===== src/rtl/pwm_pkg.sv =====
// Shared constants and state encoding for the PWM duty sequencer.
// FAULT only exists when PWM_FAULT_EN is defined.
package pwm_pkg;

  localparam int DEFAULT_DUTY_W   = 8;
  localparam int DEFAULT_TICK_DIV = 256;

  typedef enum logic [1:0] {
    IDLE  = 2'd0,
    APPLY = 2'd1,
    RAMP  = 2'd2
`ifdef PWM_FAULT_EN
    ,
    FAULT = 2'd3
`endif
  } pwm_state_t;

endpackage


===== src/rtl/pwm_duty_sequencer_if.sv =====
// Command/status bundle between a controller (master) and the duty sequencer (slave).
interface pwm_duty_sequencer_if
  import pwm_pkg::*;
#(
  parameter int DUTY_W = DEFAULT_DUTY_W
);

  logic              cmd_valid;
  logic              cmd_ready;
  logic [DUTY_W-1:0] cmd_duty;
  logic              cmd_ramp;
  logic [DUTY_W-1:0] duty_out;
  logic              busy;
  logic              done;

  modport master (
    output cmd_valid, cmd_duty, cmd_ramp,
    input  cmd_ready, duty_out, busy, done
  );

  modport slave (
    input  cmd_valid, cmd_duty, cmd_ramp,
    output cmd_ready, duty_out, busy, done
  );

endinterface


===== src/rtl/pwm_tick_gen.sv =====
// Free-running period counter; tick marks the last cycle of each PWM period.
module pwm_tick_gen
  import pwm_pkg::*;
#(
  parameter int TICK_DIV = DEFAULT_TICK_DIV
) (
  input  logic clk,
  input  logic rst,
  output logic tick
);

  localparam int CW = (TICK_DIV > 1) ? $clog2(TICK_DIV) : 1;

  logic [CW-1:0] count;

  assign tick = (count == CW'(TICK_DIV - 1));

  always_ff @(posedge clk or posedge rst) begin
    if (rst) begin
      count <= '0;
    end else if (tick) begin
      count <= '0;
    end else begin
      count <= count + CW'(1);
    end
  end

endmodule


===== src/rtl/pwm_duty_sequencer.sv =====
// Steps a registered PWM duty toward a commanded target, only on period boundaries.
// Optional fault shutdown (fault_in/fault_clr/fault ports, FAULT state) under `ifdef PWM_FAULT_EN.
module pwm_duty_sequencer
  import pwm_pkg::*;
#(
  parameter int DUTY_W   = DEFAULT_DUTY_W,
  parameter int TICK_DIV = DEFAULT_TICK_DIV,
  parameter int STEP     = 1
) (
  input  logic clk,
  input  logic rst,
`ifdef PWM_FAULT_EN
  input  logic fault_in,
  input  logic fault_clr,
  output logic fault,
`endif
  pwm_duty_sequencer_if.slave cmd
);

  pwm_state_t        state;
  logic [DUTY_W-1:0] duty_q;
  logic [DUTY_W-1:0] target_q;
  logic              ready_q;
  logic              busy_q;
  logic              done_q;
  logic              tick;
  logic              accept;
  logic [DUTY_W-1:0] eff_target;
  logic              eff_ramp;
  logic [DUTY_W:0]   step_ext;
  logic [DUTY_W:0]   up_sum;
  logic [DUTY_W:0]   dn_diff;
  logic [DUTY_W-1:0] ramp_val;
  logic [DUTY_W-1:0] step_next;
`ifdef PWM_FAULT_EN
  logic              fault_q;

  assign fault = fault_q;
`endif

  pwm_tick_gen #(
    .TICK_DIV(TICK_DIV)
  ) u_tick (
    .clk (clk),
    .rst (rst),
    .tick(tick)
  );

  assign cmd.cmd_ready = ready_q;
  assign cmd.duty_out  = duty_q;
  assign cmd.busy      = busy_q;
  assign cmd.done      = done_q;

  assign accept = cmd.cmd_valid && ready_q && (state == IDLE);

  // A command accepted on a tick cycle takes its first step on that same edge,
  // so the step is computed against the incoming command rather than target_q.
  always_comb begin
    eff_target = accept ? cmd.cmd_duty : target_q;
    eff_ramp   = accept ? cmd.cmd_ramp : (state == RAMP);
    step_ext   = (DUTY_W + 1)'(STEP);
    up_sum     = {1'b0, duty_q} + step_ext;
    dn_diff    = {1'b0, duty_q} - step_ext;
    ramp_val   = eff_target;
    if (eff_target > duty_q) begin
      if (up_sum < {1'b0, eff_target}) begin
        ramp_val = up_sum[DUTY_W-1:0];
      end
    end else if (eff_target < duty_q) begin
      if (!dn_diff[DUTY_W] && (dn_diff[DUTY_W-1:0] > eff_target)) begin
        ramp_val = dn_diff[DUTY_W-1:0];
      end
    end
    step_next = eff_ramp ? ramp_val : eff_target;
  end

  always_ff @(posedge clk or posedge rst) begin
    if (rst) begin
      state    <= IDLE;
      duty_q   <= '0;
      target_q <= '0;
      ready_q  <= 1'b0;
      busy_q   <= 1'b0;
      done_q   <= 1'b0;
`ifdef PWM_FAULT_EN
      fault_q  <= 1'b0;
`endif
    end else begin
      done_q <= 1'b0;
`ifdef PWM_FAULT_EN
      if (fault_in) begin
        state   <= FAULT;
        duty_q  <= '0;
        ready_q <= 1'b0;
        busy_q  <= 1'b0;
        fault_q <= 1'b1;
      end else
`endif
      begin
        case (state)
          IDLE: begin
            ready_q <= 1'b1;
            if (accept) begin
              target_q <= cmd.cmd_duty;
              if (tick) begin
                duty_q <= step_next;
              end
              if (tick && (step_next == cmd.cmd_duty)) begin
                done_q <= 1'b1;
              end else begin
                state   <= cmd.cmd_ramp ? RAMP : APPLY;
                ready_q <= 1'b0;
                busy_q  <= 1'b1;
              end
            end
          end
          APPLY, RAMP: begin
            if (tick) begin
              duty_q <= step_next;
              if (step_next == target_q) begin
                done_q  <= 1'b1;
                state   <= IDLE;
                ready_q <= 1'b1;
                busy_q  <= 1'b0;
              end
            end
          end
`ifdef PWM_FAULT_EN
          FAULT: begin
            if (fault_clr) begin
              state   <= IDLE;
              ready_q <= 1'b1;
              fault_q <= 1'b0;
            end
          end
`endif
          default: begin
            state   <= IDLE;
            ready_q <= 1'b0;
            busy_q  <= 1'b0;
          end
        endcase
      end
    end
  end

endmodule


===== src/flat_wrapper.sv =====
// flat-port wrapper written by rule: the top's interface ports become plain ports
module pwm_duty_sequencer_flat import pwm_pkg::*;
#(
  parameter int DUTY_W   = DEFAULT_DUTY_W,
  parameter int TICK_DIV = DEFAULT_TICK_DIV,
  parameter int STEP     = 1
)
  (clk, rst, cmd_cmd_valid, cmd_cmd_duty, cmd_cmd_ramp, cmd_cmd_ready, cmd_duty_out, cmd_busy, cmd_done);
  pwm_duty_sequencer_if #(.DUTY_W(DUTY_W)) cmd_i ();
  input  logic clk;
  input  logic rst;
  input wire logic [$bits(cmd_i.cmd_valid)-1:0] cmd_cmd_valid;
  input wire logic [$bits(cmd_i.cmd_duty)-1:0] cmd_cmd_duty;
  input wire logic [$bits(cmd_i.cmd_ramp)-1:0] cmd_cmd_ramp;
  output wire logic [$bits(cmd_i.cmd_ready)-1:0] cmd_cmd_ready;
  output wire logic [$bits(cmd_i.duty_out)-1:0] cmd_duty_out;
  output wire logic [$bits(cmd_i.busy)-1:0] cmd_busy;
  output wire logic [$bits(cmd_i.done)-1:0] cmd_done;
  assign cmd_i.cmd_valid = cmd_cmd_valid;
  assign cmd_i.cmd_duty = cmd_cmd_duty;
  assign cmd_i.cmd_ramp = cmd_cmd_ramp;
  assign cmd_cmd_ready = cmd_i.cmd_ready;
  assign cmd_duty_out = cmd_i.duty_out;
  assign cmd_busy = cmd_i.busy;
  assign cmd_done = cmd_i.done;
  pwm_duty_sequencer #(.DUTY_W(DUTY_W), .TICK_DIV(TICK_DIV), .STEP(STEP)) u_core (.clk(clk), .rst(rst), .cmd(cmd_i));
endmodule

===== config.mk =====
export PLATFORM = sky130hd
export DESIGN_NAME = pwm_duty_sequencer_flat
export DESIGN_NICKNAME = d
export VERILOG_FILES = /design/src/rtl/pwm_pkg.sv /design/src/rtl/pwm_duty_sequencer_if.sv /design/src/rtl/pwm_tick_gen.sv /design/src/rtl/pwm_duty_sequencer.sv /design/src/flat_wrapper.sv
export SDC_FILE = /design/constraint.sdc
export NUM_CORES = 1
export LEC_CHECK = 0
export CORE_AREA = 4 4 101 103
export CTS_CLUSTER_SIZE = 24
export DETAILED_ROUTE_END_ITERATION = 8
export DIE_AREA = 0 0 105 107
export SLEW_MARGIN = 20
export SYNTH_ARGS = -nofsm -noshare
export SYNTH_HDL_FRONTEND = slang
export SYNTH_HIERARCHICAL = 1
export SYNTH_SLANG_ARGS = --single-unit

===== constraint.sdc =====
create_clock -name clk -period 5.6 [get_ports clk]
set_input_delay 0.84 -clock clk [delete_from_list [all_inputs] [get_ports clk]]
set_output_delay 0.84 -clock clk [all_outputs]
set_load 0.02 [all_outputs]

Word-level counts from Yosys, hierarchy flattened
Cells that the tools add are included.
{"block": "totals", "word_cells": 65, "out_inout_bits": 11, "ff_bits": 29, "input_bits": 12}
{"block": "classes", "addsub": 3, "n_eq_ne": 9, "n_lt_le_gt_ge": 4, "mux": 31, "n_reduce_logical": 11}
{"cell": "$mux W8", "n": 9}
{"cell": "$eq A8 B8 Y1", "n": 2}
{"cell": "$gt A8 B8 Y1", "n": 2}
{"cell": "$pmux W8 S2", "n": 1}
{"cell": "$mux W1", "n": 12}
{"cell": "$mux W2", "n": 5}
{"cell": "$add A8 B1 Y9 const B", "n": 1}
{"cell": "$lt A9 B8 Y1", "n": 1}
{"cell": "$sub A8 B1 Y9 const B", "n": 1}
{"cell": "$add A8 B1 Y8 const B", "n": 1}
{"cell": "$eq A8 B8 Y1 const B", "n": 1}
{"cell": "$lt A8 B8 Y1", "n": 1}
{"cell": "$ne A2 B1 Y1 const B", "n": 3}
{"cell": "$pmux W1 S2", "n": 3}
{"cell": "$logic_and A1 B1 Y1", "n": 4}
{"cell": "$pmux W2 S2", "n": 1}
{"cell": "$reduce_and A2 Y1", "n": 2}
{"cell": "$reduce_and A4 Y1", "n": 1}
{"cell": "$eq A2 B1 Y1 const B", "n": 1}
{"cell": "$eq A2 B2 Y1 const B", "n": 1}
{"cell": "$logic_not A2 Y1", "n": 1}
{"cell": "$ne A2 B2 Y1 const B", "n": 1}
{"cell": "$reduce_bool A2 Y1", "n": 1}
{"cell": "$reduce_or A2 Y1", "n": 1}
{"cell": "$logic_not A1 Y1", "n": 1}

Depth between registers and ports, before layout
Gate-level depths: netlist of the first run.
{"block": "depth", "word_depth": 14, "depth_mapped": 21, "mapped_depth_nobuf": 18}

Hierarchy
The synthesis of the first run kept the hierarchy.
{"module": "pwm_duty_sequencer", "seq_area_each_um2": 525.5, "area_per_inst_um2": 2841.5, "instances": 1, "cells_each": 359}
{"module": "pwm_tick_gen", "seq_area_each_um2": 200.2, "area_per_inst_um2": 346.6, "instances": 1, "cells_each": 31}

Worst setup path after synthesis of the first run
Ideal clock, no wire load.
{"block": "synth_timing", "kind": "input -> register", "from": "input port cmd_cmd_valid", "to": "register u_core.busy_q, in the netlist u_core/cmd.busy", "path_buffers": 1, "path_stages": 15, "arrival_time_ns": 4.476, "setup_slack_ns": 1.005, "setup_ns": 0.119, "required_time_ns": 5.481, "path_cell_list": "nand3_1 -> mux2i_1 -> ha_1 -> a21oi_1 -> o21ai_1 -> a2111oi_1 -> or4_4 -> buf_8 -> mux2i_1 -> mux2i_1 -> o2bb2ai_1 -> nand4b_1 -> or4_4 -> a21oi_1 -> o21ba_1"}
{"block": "synth_between", "elab_chain_len": 13, "word_cells_on_any_way": 21, "classes_between": "4 x order compare; 5 x eq/ne; 7 x mux; 5 x reduce/logical"}
{"element": "start: declaration", "line": "flat_wrapper.sv:12", "text": "input wire logic [$bits(cmd_i.cmd_valid)-1:0] cmd_cmd_valid;"}
{"element": "$logic_and A1 B1 Y1 (*) (2 in series)", "line": "pwm_duty_sequencer.sv:54", "text": "assign accept = cmd.cmd_valid && ready_q && (state == IDLE);"}
{"element": "$mux W8"}
{"element": "$gt A8 B8 Y1", "line": "pwm_duty_sequencer.sv:70", "text": "if (!dn_diff[DUTY_W] && (dn_diff[DUTY_W-1:0] > eff_target)) begin"}
{"element": "$logic_and A1 B1 Y1", "line": "pwm_duty_sequencer.sv:70"}
{"element": "$mux W8", "line": "pwm_duty_sequencer.sv:70"}
{"element": "$mux W8", "line": "pwm_duty_sequencer.sv:69", "text": "end else if (eff_target < duty_q) begin"}
{"element": "$mux W8", "line": "pwm_duty_sequencer.sv:65", "text": "if (eff_target > duty_q) begin"}
{"element": "$mux W8", "line": "pwm_duty_sequencer.sv:74", "text": "step_next = eff_ramp ? ramp_val : eff_target;"}
{"element": "$eq A8 B8 Y1", "line": "pwm_duty_sequencer.sv:108", "text": "if (tick && (step_next == cmd.cmd_duty)) begin"}
{"element": "$logic_and A1 B1 Y1", "line": "pwm_duty_sequencer.sv:108"}
{"element": "$ne A2 B2 Y1 (no line)"}
{"element": "$reduce_and A4 Y1 (no line) (*)"}
{"element": "end signal: assignment", "line": "pwm_duty_sequencer.sv:113", "text": "busy_q <= 1'b1;"}
{"element": "end signal: assignment", "line": "pwm_duty_sequencer.sv:124", "text": "busy_q <= 1'b0;"}
{"element": "end signal: assignment", "line": "pwm_duty_sequencer.sv:140", "text": "busy_q <= 1'b0;"}
{"element": "end: declaration", "line": "pwm_duty_sequencer.sv:24", "text": "logic busy_q;"}
Mark *: on every way between the ends. The rest lies on a longest branch, timed or not.
A chain may end at the register's enable or synchronous reset.

Final worst setup path of the first run
{"block": "layout_timing", "from": "input port cmd_cmd_valid", "to": "register u_core.state[0]"}
{"block": "layout_between", "elab_chain_len": 13, "word_cells_on_any_way": 21, "classes_between": "4 x order compare; 5 x eq/ne; 7 x mux; 5 x reduce/logical"}
{"element": "$logic_and A1 B1 Y1 (*) (2 in series)", "line": "pwm_duty_sequencer.sv:54"}
{"element": "$mux W8 (*)"}
{"element": "net u_core.eff_target[5]", "line": "pwm_duty_sequencer.sv:28", "text": "logic [DUTY_W-1:0] eff_target;"}
{"element": "$gt A8 B8 Y1", "line": "pwm_duty_sequencer.sv:70"}
{"element": "$logic_and A1 B1 Y1", "line": "pwm_duty_sequencer.sv:70"}
{"element": "$mux W8", "line": "pwm_duty_sequencer.sv:70"}
{"element": "$mux W8", "line": "pwm_duty_sequencer.sv:69"}
{"element": "$mux W8", "line": "pwm_duty_sequencer.sv:65"}
{"element": "$mux W8 (*)", "line": "pwm_duty_sequencer.sv:74"}
{"element": "$eq A8 B8 Y1", "line": "pwm_duty_sequencer.sv:108"}
{"element": "$logic_and A1 B1 Y1", "line": "pwm_duty_sequencer.sv:108"}
{"element": "$ne A2 B2 Y1 (no line)"}
{"element": "$reduce_and A4 Y1 (no line) (*)"}
{"element": "end signal: assignment", "line": "pwm_duty_sequencer.sv:111", "text": "state <= cmd.cmd_ramp ? RAMP : APPLY;"}
{"element": "end: declaration", "line": "pwm_duty_sequencer.sv:20", "text": "pwm_state_t state;"}
The timed path passes the listed nets; every way through them passes the cells marked *.

==> metrics.log, run 1 <==
INFO  metric drv.max_cap_violation_count = 0
INFO  metric worst_hold_slack = 491 ps
INFO  metric wire_length_of_the_first_global_routing_pass = between 15,000 and 20,000 um
INFO  metric dieHeight = 107 um
INFO  metric core = 9200 um2
INFO  metric finalClockSkew = 8.82 ps
INFO  metric tns = 0 ps
INFO  metric antenna_found_initial = 1
INFO  metric met1_usage = 24.0%
INFO  metric category_of_the_worst_setup_path_launch_point = input port
INFO  metric drt_iter0_markers = 388
INFO  metric initial_core_util = 34.7%
INFO  metric finish.net_count = 464
INFO  metric timing.hold.worst.class = flop to flop
INFO  metric count_of_tritonroute_iterations_in_the_first_routing_pass = 5
INFO  metric cellInternalPower = approximately 890 uW
INFO  metric ctsRootBufferMaster = clkbuf_8
INFO  metric post_synth_inst_count = 390
INFO  metric timing_worst_slew_pin_value = 916 ps
INFO  metric grt_setup_unrepaired = false
INFO  metric timing.final.max_slew_violations = 0
INFO  metric grt_most_used_layer = met2
INFO  metric pwr-share-clk = 13.0%
INFO  metric routed_wirelength = between 10,000 and 15,000 um
INFO  metric run_status = complete, no violations
INFO  metric number_of_enable_type_register_cells_in_the_synthesized_netlist = 0
INFO  metric netlist_area = 3190 um2
INFO  metric numCtsBuffers = 5
INFO  metric cts.htree.levels = 2
INFO  metric cts.sinks = 29
INFO  metric setup-violations-final = 0
INFO  metric switching_share = 50.2%
INFO  metric remaining_global_route_overflow = 0
INFO  metric post-route-drc-count = 0
INFO  metric mappedNetlistNets = approximately 430
INFO  metric fin_total_pwr = 1.79 mW
INFO  metric detailroute.via_count = between 3k and 4k
INFO  metric non_filler_cell_area_final = 3750 um2
INFO  metric ys_top_cells_by_area = dfrtp_1, ha_1, xnor2_1
INFO  metric vdd.ir_drop.worst = 185 uV
INFO  metric design.die.area = 11,200 um2
INFO  metric synth_area_leader_cell = dfrtp_1
INFO  metric ys_warn_count = 6
INFO  metric synth-seq-area-share = between 20% and 30%
INFO  metric p_switching = 901 uW
INFO  metric routed_wire_length_per_instance = 18.7 um
INFO  metric grt_use_total = 17.8%
INFO  metric final_hold_violation_count = 0
INFO  metric boundaryPins = 23
INFO  metric ys_seq_elements = 29
INFO  metric cp_max_delay_cell = or4_4
INFO  metric period_share = between 90% and 100%
INFO  metric yosys.area.top_type_share = a little under a quarter
INFO  metric critical_path.cell_chain = clkdlybuf4s50_1 -> nand3_1 -> buf_4 -> mux2_2 -> inv_1 -> ha_1 -> a21oi_1 -> o21ai_1 -> a2111oi_2 -> or4_4 -> a21oi_4 -> o2bb2ai_2 -> xor2_1 -> nand4b_1 -> or4_4 -> a21boi_2 -> a31o_1
INFO  metric first_global_vias = 3,071
INFO  metric grtUsageMet3 = 3.19%
INFO  metric gr-usage-met2 = roughly 29%
INFO  metric worst_setup_path_end_kind = flop
INFO  metric die-width = approximately 110 um
INFO  metric dpl.hpwl = 7840 um
INFO  metric clock_latency = slightly below 300 ps
INFO  metric power_per_cell_area = 478 nW/um2
INFO  metric max_freq = 191 MHz
INFO  metric crit_path_max_incr_delay = 600 ps
INFO  metric timing.critical_path.required = 5820 ps
INFO  metric share_of_cells_above_drive_strength_1 = roughly 13%
INFO  metric ant_nets = 0
INFO  metric cts-root-to-sink-buffers = 2
INFO  metric drt-vias-per-instance = 5.94
INFO  metric tritoncts = done
INFO  metric post-place-cells = 527
INFO  metric power.share.combinational = around 70%
INFO  metric postSynth.topFlopCell = dfrtp_1
INFO  metric finalWeightedCongestion = 0.922
INFO  metric area_grow_syn2layout = 17.8%
INFO  metric timing.setup.critical_path_class = input port to flop
INFO  metric postPlaceCellArea = between 3000 and 4000 um2
INFO  metric grt_start_max_net_pins = 22
INFO  metric post_cts.repair.setup_buffers = 0
INFO  metric cellLeakagePower = 1.61 nW
INFO  metric antenna_cells_inserted = 0
INFO  metric slew_headroom = 38.9%
INFO  metric avgSynthCellArea = 8.17 um2
INFO  metric port_buffers = 22
INFO  metric netlist-cell-type-count = 70
INFO  metric final_cell_count_no_fill = 535
INFO  metric rows = 35
INFO  metric crit_path_frequent_cell = or4_4
INFO  metric seq_power_share = 16.9%
INFO  metric finalCriticalPeriod = 5230 ps
INFO  metric arrival = approximately 5500 ps
INFO  metric clk_transition_reported_paths = 70 ps
INFO  metric path_max_fanout = 12
INFO  metric synthArstFlopShare = 100%
-- cell usage in the layout, fill, tap and decap left out, drive strengths merged, types with 4 or more instances in the layout --
master         count
clkdlybuf4s50     22
a21oi             22
mux2               9
nor2              26
nand4              6
mux2i             12
o22ai              4
nor4               4
nand3             14
buf               21
o21ai             31
clkbuf             7
inv               38
xnor2             18
or4                4
o211ai             6
ha                29
dfrtp             29
xor2               8
nor3               8
nand2             41
-- cells in the mapped netlist, drive strengths merged, types with 3 or more instances --
| cell type | count |
|---|---|
| or4 | 4 |
| o32ai | 3 |
| xnor2 | 18 |
| o21ai | 31 |
| a32oi | 3 |
| o211ai | 6 |
| inv | 38 |
| nand3 | 14 |
| xor2 | 8 |
| mux2i | 12 |
| nor2 | 26 |
| mux2 | 9 |
| nand4 | 6 |
| a211oi | 3 |
| dfrtp | 29 |
| o221ai | 3 |
| clkbuf | 10 |
| nor3 | 8 |
| or3 | 3 |
| buf | 7 |
| o22ai | 4 |
| o21a | 3 |
| nor4 | 4 |
| a21oi | 22 |
| ha | 29 |
| nand2 | 41 |
-- critical path: cells and delay by family --
family / cells / cell delay [ps]
AOI/OAI and AO/OA: 7 / 1540
and+or+nand+nor: 4 / 1350
buffers and inverters: 3 / 790
muxes: 1 / 310
adders and majority gates: 1 / 310
xor gates and xnor gates: 1 / 310
-- sequential cells by signal, indices dropped and copies added, names as in the netlist --
| signal | count |
|---|---|
| u_core/u_tick/count | 8 |
| u_core/target_q | 8 |
| u_core/cmd.busy | 1 |
| u_core/cmd.cmd_ready | 1 |
| u_core/state | 2 |
| u_core/cmd.done | 1 |
| u_core/cmd.duty_out | 8 |
-- power by group through the flow --
stage	sequential (mW)	clock, mW	combinational (mW)
final	0.304	0.233	1.26
after global routing	0.309	0.248	1.38
after CTS	0.302	0.238	1.22
after detailed placement	0.305	0	1.21
after global placement	0.304	0	1.21
after floorplan	0.292	0	0.847
-- per-layer routing --
metal  vias up  share of wire (%)
met2       159                 44
li1       1500                  -
met3        40                7.0
met5         -               0.13
met1      1479                 46
met4         2                3.3
-- path summary, 6_finish.rpt --
kind | startpoint | endpoint | slack (ps) | cells past startpoint
max | cmd_cmd_valid | u_core/state[0]$_DFFE_PP0P_ | 370 | 17
min | u_core/u_tick/count[0]$_DFF_PP0_ | u_core/u_tick/count[0]$_DFF_PP0_ | 490 | 1
max reg2reg | u_core/state[0]$_DFFE_PP0P_ | u_core/state[0]$_DFFE_PP0P_ | 510 | 18
min reg2reg | u_core/u_tick/count[0]$_DFF_PP0_ | u_core/u_tick/count[0]$_DFF_PP0_ | 490 | 1
max in group asynchronous | rst | u_core/cmd.cmd_ready$_DFFE_PP0P_ | 3920 | 2
min in group asynchronous | rst | u_core/u_tick/count[3]$_DFF_PP0_ | 850 | 2
-- through the flow --
stage | util (%) | setup WS (ps)
2_1_floorplan | - | 1010
4_1_cts | 40.6 | 254
6_report | 40.8 | 367
3_5_place_dp | 39.3 | -34.2
3_3_place_gp | 39.3 | 51.4
5_1_grt | 40.8 | 102
-- layout make-up --
| cell class | instances | area, um2 |
|---|---|---|
| Clock inverter | 1 | 30.0 |
| Inverter | 38 | 143 |
| Tap cell | 111 | 139 |
| Timing Repair Buffer | 43 | 378 |
| Clock buffer | 7 | 86.3 |
| Sequential cell | 29 | 726 |
| Multi-Input combinational cell | 306 | 2250 |
| Fill cell | 946 | 5440 |
-- logic make-up (layout without fill, tap and decap cells) --
logic type	after synthesis	after routing	synth area share (%)
xor gates and xnor gates	26	26	7.14
DFF	29	29	22.8
and+or+nand+nor	116	116	18.1
buffers and inverters	55	89	7.22
adders and majority gates	29	29	11.4
AOI/OAI and AO/OA	114	114	26.4
muxes	21	21	6.95
-- repair_timing --
action,4_1_cts,5_1_grt
gates resized for setup,0,3
hold buffers,0,0
setup endpoints to repair,0,4
Note: power is estimated with default switching activity, not from simulation.
==> run 2, diff against run 1 <==
--- a/config.mk
+++ b/config.mk
@@ -5,10 +5,10 @@
 export SDC_FILE = /design/constraint.sdc
 export NUM_CORES = 1
 export LEC_CHECK = 0
-export CORE_AREA = 4 4 101 103
+export CORE_AREA = 2 2 99 101
 export CTS_CLUSTER_SIZE = 24
 export DETAILED_ROUTE_END_ITERATION = 8
-export DIE_AREA = 0 0 105 107
+export DIE_AREA = 0 0 101 103
 export SLEW_MARGIN = 20
 export SYNTH_ARGS = -nofsm -noshare
 export SYNTH_HDL_FRONTEND = slang
==> metrics.log, run 2 (synthesis gave the netlist of run 1 again) <==
INFO  metric drv.max_cap_violation_count = 0 (unchanged)
INFO  metric final_cell_count_no_fill = 533 (-0.37%)
INFO  metric detailroute.via_count = 3,142 (-1.2%)
INFO  metric clock_latency = 280 ps (about the same)
INFO  metric die-width = 101 um (-3.8%)
INFO  metric initial_core_util = 33.7% (-0.96 points)
INFO  metric drt_iter0_markers = 423 (+9.0%)
INFO  metric timing.hold.worst.class = flop to flop
INFO  metric setup-violations-final = 0 (unchanged)
INFO  metric timing_worst_slew_pin_value = 829 ps (-86.5 ps)
INFO  metric design.die.area = 10,400 um2 (-7.4%)
INFO  metric tritoncts = done
INFO  metric tns = 0 ps (unchanged)
INFO  metric drt-vias-per-instance = 5.89 (-0.82%)
INFO  metric grt_start_max_net_pins = 22 (unchanged)
INFO  metric port_buffers = 22 (unchanged)
INFO  metric core_utilization_of_the_finished_layout = 38.9% (-1.9 points)
INFO  metric mostFrequentLayoutCell = nand2_1
INFO  metric wire_length_of_the_first_global_routing_pass = 15,600 um (-2.7%)
INFO  metric cellLeakagePower = 1.57 nW (-2.2%)
INFO  metric rr_worst_depth = 18 (unchanged)
INFO  metric timing.setup.critical_path_class = input port to flop
INFO  metric dpl.hpwl = 7540 um (-3.8%)
INFO  metric routed_wirelength = 9740 um (-2.6%)
INFO  metric final_hold_violation_count = 0 (unchanged)
INFO  metric num-fill-cells = 973 (+2.9%)
INFO  metric cts_hold_repair.buffers = 0 (unchanged)
INFO  metric finalCriticalPeriod = 5260 ps (+23.4 ps)
INFO  metric worst_setup_path_end_kind = flop
INFO  metric antenna_found_initial = 0 (-1)
INFO  metric area_grow_syn2layout = 15.5%
INFO  metric antenna_cells_inserted = 0 (unchanged)
INFO  metric finalClockSkew = 3.94 ps (-4.88 ps)
INFO  metric cts.sinks = 29 (unchanged)
INFO  metric vdd.ir_drop.worst = 143 uV (-23%)
INFO  metric max_freq = 190 MHz (-0.45%)
INFO  metric arrival = 5430 ps (-30 ps)
INFO  metric path_max_fanout = 12 (unchanged)
INFO  metric worst_hold_path_cell_count = 1 (unchanged)
INFO  metric slew_headroom = 44.7% (+5.8 points)
INFO  metric remaining_global_route_overflow = 0 (unchanged)
INFO  metric cts.htree.levels = 2 (unchanged)
INFO  metric run_status = complete, no violations
INFO  metric rows = 36 (+2.9%)
INFO  metric ant_nets = 0 (unchanged)
INFO  metric boundaryPins = 23 (unchanged)
INFO  metric dieHeight = 103 um (-3.7%)
INFO  metric share_of_cells_above_drive_strength_1 = 12.4% (-1.0 points)
INFO  metric clk_transition_reported_paths = 70 ps (about the same)
INFO  metric finalWeightedCongestion = 0.945 (+2.5%)
INFO  metric routed_wire_length_per_instance = 18.3 um (-2.3%)
INFO  metric post_cts.repair.setup_buffers = 0 (unchanged)
INFO  metric first_global_vias = 2,972 (-3.2%)
INFO  metric most-common-layout-cells = nand2_1, inv_1, ha_1, dfrtp_1, nor2_1
INFO  metric grt_setup_unrepaired = false
INFO  metric post-route-drc-count = 0 (unchanged)
INFO  metric cts-resized-gates = 0 (unchanged)
INFO  metric finish.net_count = 459 (-1.1%)
INFO  metric count_of_tritonroute_iterations_in_the_first_routing_pass = 6 (+1)
INFO  metric grt_use_total = 19.2% (+1.4 points)
INFO  metric period_share = 93.9% (+0.42 points)
INFO  metric post-place-cells = 525 (-0.38%)
INFO  metric timing.critical_path.required = 5770 ps (-50 ps)
INFO  metric cts-root-to-sink-buffers = 2 (unchanged)
INFO  metric core = 9460 um2 (+2.9%)
INFO  metric category_of_the_worst_setup_path_launch_point = input port
INFO  metric ctsRootBufferMaster = clkbuf_8
INFO  metric timing.final.max_slew_violations = 0 (unchanged)
INFO  metric numCtsBuffers = 5 (unchanged)
INFO  metric power_per_cell_area = 462 nW/um2 (-3.3%)
==> run 2: stage by stage <==
stage	instance area [um2]	hold slack (ps)	worst slack, ps	total power [mW]
detailed placement	3580	481	78.1	1.47
finish	3680	486	344	1.70
global placement	3580	478	104	1.47
global route	3680	516	72.7	1.83
CTS	3670	490	365	1.65
floorplan	3190	453	1010	1.14
==> run 2: per-layer routing <==
| layer | GRT usage [%] | vias to the layer above | part of all wire (%) |
|---|---|---|---|
| met2 | 30.4 | 142 | 46 |
| met4 | 6.55 | 0 | 2.2 |
| met3 | 3.66 | 23 | 8.6 |
| met1 | 26.4 | 1487 | 44 |
| met5 | 0 | - | 0 |
| li1 | - | 1490 | - |
==> run 2: worst max-delay path: stages <==
cell and delay (ps):
clkdlybuf4s50_1 490, nand3_1 180, buf_4 230, mux2_2 340, inv_1 200, ha_1 280
a21oi_1 220, o21ai_1 110, a2111oi_2 450, or4_4 320, mux2i_1 250, mux2i_1 150
o2bb2ai_1 150, nand4b_1 290, or4_4 610, a21oi_1 140, o21ba_1 160
==> run 2: where the power goes <==
group / switching, mW / total (mW) / internal [mW] / leakage (nW)
logic: 0.747 / 1.23 / 0.480 / 1.16
registers: 0.0515 / 0.302 / 0.251 / 0.371
clock network: 0.0873 / 0.173 / 0.0856 / 0.0439
total: 0.886 / 1.70 / 0.817 / 1.57
==> run 2: final timing paths <==
check,slack [ps],from,end
min in group asynchronous,820,rst,u_core/u_tick/count[6]$_DFF_PP0_
max in group asynchronous,4030,rst,u_core/cmd.duty_out[0]$_DFFE_PP0P_
min reg2reg,490,u_core/u_tick/count[0]$_DFF_PP0_,u_core/u_tick/count[0]$_DFF_PP0_
max,340,cmd_cmd_valid,u_core/cmd.busy$_DFFE_PP0P_
min,490,u_core/u_tick/count[0]$_DFF_PP0_,u_core/u_tick/count[0]$_DFF_PP0_
max reg2reg,520,u_core/state[0]$_DFFE_PP0P_,u_core/cmd.busy$_DFFE_PP0P_
==> run 2: cell type report <==
class	instances	area [um2]	area share [%]
inverter	38	143	3.87
multi-input combinational	306	2250	61.0
timing repair buffer	38	340	9.24
clock buffer	5	68.8	1.87
sequential	29	726	19.7
tap	114	143	3.87
clock inverter	3	17.5	0.476
